$ cat src/rtl/unidade_controle.sv
// Multi-cycle control unit for the 8-bit accumulator CPU: FETCH/EXEC/MEM/HALT sequencing.
// Define CTRL_STEP_EN to insert a STEP state that holds each retired instruction until step=1.
module unidade_controle (
   input  logic       clock,
   input  logic       reset,
   input  logic       start,
   input  logic [3:0] opcode,
   input  logic       ac_zero,
   input  logic       dm_ready,
   input  logic       step,
   output logic       ld_ac,
   output logic       ac_src,
   output logic       pc_src,
   output logic       pc_en,
   output logic       dm_req,
   output logic       dm_we,
   output logic       halted,
   output logic       illegal,
   output logic [7:0] instr_count
);

   localparam logic [3:0] OpLda = 4'h1;
   localparam logic [3:0] OpSta = 4'h2;
   localparam logic [3:0] OpAdd = 4'h3;
   localparam logic [3:0] OpNot = 4'h8;
   localparam logic [3:0] OpJmp = 4'h9;
   localparam logic [3:0] OpJz  = 4'hA;
   localparam logic [3:0] OpUndefLo = 4'hB;
   localparam logic [3:0] OpUndefHi = 4'hE;
   localparam logic [3:0] OpHlt = 4'hF;

`ifdef CTRL_STEP_EN
   typedef enum logic [2:0] {StIdle, StFetch, StExec, StMem, StHalt, StStep} state_t;
   localparam state_t StAfterRetire = StStep;
`else
   typedef enum logic [2:0] {StIdle, StFetch, StExec, StMem, StHalt} state_t;
   localparam state_t StAfterRetire = StFetch;
   logic unusedStep;
   assign unusedStep = step;
`endif

   state_t     state;
   logic [3:0] irOp;
   logic       isMem;
   logic       isAlu;
   logic       isUndef;
   logic       retire;

   assign isMem   = (irOp == OpLda) || (irOp == OpSta);
   assign isAlu   = (irOp >= OpAdd) && (irOp <= OpNot);
   assign isUndef = (irOp >= OpUndefLo) && (irOp <= OpUndefHi);

   // A memory instruction retires in the first cycle that dm_ready meets a pending request.
   assign retire = ((state == StExec) && (!isMem || dm_ready)) ||
                   ((state == StMem) && dm_ready);

   always_ff @(posedge clock or posedge reset) begin
      if (reset) begin
         state       <= StIdle;
         irOp        <= 4'h0;
         instr_count <= 8'h00;
         illegal     <= 1'b0;
      end else begin
         if (retire) begin
            instr_count <= instr_count + 8'd1;
         end
         case (state)
            StIdle: begin
               if (start) begin
                  state <= StFetch;
               end
            end
            StFetch: begin
               irOp  <= opcode;
               state <= StExec;
            end
            StExec: begin
               if (isUndef) begin
                  illegal <= 1'b1;
               end
               if (irOp == OpHlt) begin
                  state <= StHalt;
               end else if (isMem && !dm_ready) begin
                  state <= StMem;
               end else begin
                  state <= StAfterRetire;
               end
            end
            StMem: begin
               if (dm_ready) begin
                  state <= StAfterRetire;
               end
            end
            StHalt: begin
               state <= StHalt;
            end
`ifdef CTRL_STEP_EN
            StStep: begin
               if (step) begin
                  state <= StFetch;
               end
            end
`endif
            default: begin
               state <= StIdle;
            end
         endcase
      end
   end

   // Outputs decode state and irOp only, so they collapse as soon as reset forces IDLE.
   always_comb begin
      ld_ac  = 1'b0;
      ac_src = 1'b0;
      pc_src = 1'b0;
      pc_en  = 1'b0;
      dm_req = 1'b0;
      dm_we  = 1'b0;
      halted = 1'b0;
      case (state)
         StExec, StMem: begin
            if (isMem) begin
               dm_req = 1'b1;
               if (dm_ready) begin
                  pc_en = 1'b1;
                  if (irOp == OpLda) begin
                     ld_ac  = 1'b1;
                     ac_src = 1'b1;
                  end else begin
                     dm_we = 1'b1;
                  end
               end
            end else if (state == StExec) begin
               if (isAlu) begin
                  ld_ac = 1'b1;
                  pc_en = 1'b1;
               end else if (irOp == OpJmp) begin
                  pc_src = 1'b1;
                  pc_en  = 1'b1;
               end else if (irOp == OpJz) begin
                  pc_src = ac_zero;
                  pc_en  = 1'b1;
               end else if (irOp != OpHlt) begin
                  pc_en = 1'b1;
               end
            end
         end
         StHalt: begin
            halted = 1'b1;
         end
         default: begin
         end
      endcase
   end

endmodule
$ cat config.mk
export PLATFORM = sky130hd
export DESIGN_NAME = unidade_controle
export DESIGN_NICKNAME = d
export VERILOG_FILES = /design/src/rtl/unidade_controle.sv
export SDC_FILE = /design/constraint.sdc
export NUM_CORES = 1
export LEC_CHECK = 0
export ABC_CLOCK_PERIOD_IN_PS = 3750
export CORE_MARGIN = 2
export CORE_UTILIZATION = 39
export DETAILED_ROUTE_END_ITERATION = 16
export GPL_TIMING_DRIVEN = 0
export PLACE_DENSITY = 0.68
export SLEW_MARGIN = 20
export SYNTH_ARGS = -nofsm -noshare
export SYNTH_HDL_FRONTEND = slang
export SYNTH_SLANG_ARGS = --single-unit
$ cat constraint.sdc
create_clock -name clock -period 3.75 [get_ports clock]
set_input_delay 0.75 -clock clock [delete_from_list [all_inputs] [get_ports clock]]
set_output_delay 0.75 -clock clock [all_outputs]
set_load 0.02 [all_outputs]
==> key figures <==
Final layout
  – Nets: 122
  – Antenna diode count: 0
  – Leading cell type in the layout, fill and taps excluded: clkdlybuf4s50_1
  – Layout cells sized above 1: 14.5%
  – Most frequent cells in the layout: clkdlybuf4s50_1, dfrtp_1, xnor2_1
  – Synth-to-Final Area Change: 35.0%
  – Post-Layout Cell Count: 138
  – Number of fill cells in the layout: 205

Detailed routing
  – DRT iter0 DRCs: 4
  – Pre-antenna DRT Iters: 3
  – Routed WL: 1620 um
  – Highest Signal Layer: met4
  – Post-route ant nets: 0
  – Vias: 695
  – Drt drc: 0
  – WL/cell: 11.7 um
  – Met2 Wirelength: 734 um
  – Met1 wire length: 757 um
  – Met3 Routed Length: 106 um
  – Vias per cell: 5.04

Power and ir drop
  – Internal power: 0.573 mW
  – Max VDD drop: 508 uV
  – Comb pwr share: 56.6%
  – Clock share of power: 11.4%
  – Seq pwr share: 32.0%
  – Sw Pwr: 0.404 mW
  – Switching Share: 41.4%
  – Pleak: 0.487 nW
  – Power Dens Cells: 813 nW/um^2

Critical path
  – Crit start category: primary input
  – Worst Path Required: 3000 ps
  – Worst setup path class: primary input to output pin
  – Max FO, Critical Path: 5
  – Critical Path Sink Type: output pin
  – CP arrival: 2740 ps

Yosys
  – Flops & latches, synth: 16
  – Syn nets: 93
  – Synth unique cells: 34
  – Yosys warns: 0
  – Mean Syn Cell Area: 10.9 um^2
  – Sequential-to-total area share from yosys stat: 44.9%
  – Post-Syn Area: 891 um^2
  – Post-Syn Instances: 82

Clock tree
  – Clk pin slew, worst setup/hold paths: 90 ps
  – Clk_lat worst skew: 280 ps
  – Inserted Clock Buffers: 3
  – H-tree depth: 1
  – CTS Hold Bufs: 0
  – Root Buffer: clkbuf_4
  – CTS tree: yes
  – Setup Fix Bufs, Post-CTS: 0
  – Max clock buf depth: 2
  – Post-CTS sizing: 0
  – Clk sink count: 16

Floorplanning
  – IO Pins: 26
  – Die Area: 2680 um^2
  – Row cnt: 17
  – Core Region: 2190 um^2
  – Initial core utilization: 40.7%
  – Die Height: 51.8 um
  – Die X: 51.8 um

Global routing
  – Largest net degree at the start of global routing: 17
  – Vias in the first global route: 666
  – Total congestion overflow: 0
  – First-pass GRT wire length: 2900 um
  – Initial antenna violation count: 0
  – All-Layer GR Usage: 14.4%

Place
  – GPL Wtd Cong: 0.780
  – Post-DP HPWL: 1200 um
  – Placed cell count: 134
  – Port Buffer Count: 24

STA
  – Pins over their slew limit: 0
  – Max frequency: 0.286 GHz
  – Setup TNS: 0 ps
  – Fin. Hold Viols: 0
  – Final Critical Period: 3490 ps
  – Clock Skews: 1.67 ps
  – Final setup viols: 0
  – Max_slew headroom: 58.0%
  – Unrepaired setup endpoints after global routing: false
  – Worst hold slack: 480 ps
  – Worst-margin pin slew: 628 ps
  – Final worst path period share: 93.2%

Run status
  – Outcome: finished, final reports clean

Run
  – Max Cap Viol: 0

Worst hold path
  – Worst hold path type: register to register
[power by group through the flow]
stage / logic (mW) / clock network, mW / registers [mW]
2_1_floorplan: 0.355 / 0 / 0.344
3_3_place_gp: 0.553 / 0 / 0.313
3_5_place_dp: 0.559 / 0 / 0.313
4_1_cts: 0.560 / 0.117 / 0.311
5_1_grt: 0.608 / 0.124 / 0.325
6_report: 0.554 / 0.111 / 0.312
[final timing paths]
kind                            cells past startpoint                          to  slack (ps)                       start
worst max register to register                      4  instr_count[1]$_DFFE_PP0P_        2190         irOp[0]$_DFFE_PP0N_
worst min register to register                      1  instr_count[7]$_DFFE_PP0P_         480  instr_count[7]$_DFFE_PP0P_
worst max-delay path                                6                       ld_ac         260                    dm_ready
min in group asynchronous                           2        state[1]$_DFFE_PP0P_         820                       reset
max in group asynchronous                           2         irOp[3]$_DFFE_PP0N_        2550                       reset
worst min-delay path                                1  instr_count[7]$_DFFE_PP0P_         480  instr_count[7]$_DFFE_PP0P_
[Yosys cell counts, drive strengths merged]
cell	instances	area share [%]
o32ai	1	0.98
mux2i	1	1.1
or4	1	0.84
nor2	4	1.7
a211oi	2	1.7
nor4b	1	0.98
nand4	6	4.2
xor2	3	3.8
nand3b	1	0.84
o21ai	2	1.1
nand2	5	2.1
dfrtp	16	45
buf	4	3.9
ha	1	1.4
or2b	1	0.84
nor3	3	1.7
a41o	1	1.1
nor2b	1	0.70
mux2	4	5.1
or3	1	0.70
and3	2	1.4
o21bai	1	0.84
inv	3	1.3
or2	1	0.70
xnor2	7	6.9
a221oi	1	2.9
a21oi	3	1.7
nand2b	1	0.98
nor3b	3	2.5
or3b	1	0.98
[critical path, stage by stage]
cell and delay, ps:
clkdlybuf4s50_1 560, nand2_1 70, or4_1 460, o32ai_1 170
a41o_1 140, clkdlybuf4s50_1 600
[stage by stage]
step,instance area (um^2),power (mW),util (%),setup WS (ps)
2_1_floorplan,891,0.699,-,1220
3_3_place_gp,1170,0.866,53.2,309
3_5_place_dp,1170,0.872,53.2,294
4_1_cts,1200,0.988,54.9,275
5_1_grt,1200,1.06,54.9,187
6_report,1200,0.977,54.9,255
[layer usage]
metal  vias to the layer above  track usage [%]
met2                        20             22.0
li1                        349                -
met3                         2             4.02
met4                         0             7.02
met1                       324             18.9
met5                         -                0
[cell type report]
| type | instances | area, um^2 | share of cell area, % |
|---|---|---|---|
| repair buffers | 24 | 240 | 20.0 |
| multi-input cells | 59 | 444 | 36.9 |
| plain buffers | 4 | 35.0 | 2.91 |
| inverters | 3 | 11.3 | 0.937 |
| clock buffers | 4 | 36.3 | 3.02 |
| flip-flops and latches | 16 | 400 | 33.3 |
| well taps | 28 | 35.0 | 2.91 |
[flip-flops by register name, summed over array words and instances (netlist names)]
register / flops
instr_count: 8
illegal: 1
state: 3
irOp: 4
[kinds of logic (layout without fill, tap and decap cells)]
kind of cell	Yosys count	in the layout	synth area share [%]
adders and majority gates	1	1	1.40
xor gates and xnor gates	10	10	10.7
muxes	5	5	6.18
AOI/OAI and AO/OA	11	11	10.4
buffers and inverters	7	35	5.20
DFF	16	16	44.9
and+or+nand+nor	32	32	21.2
Note: power is estimated with default switching activity, not from simulation.
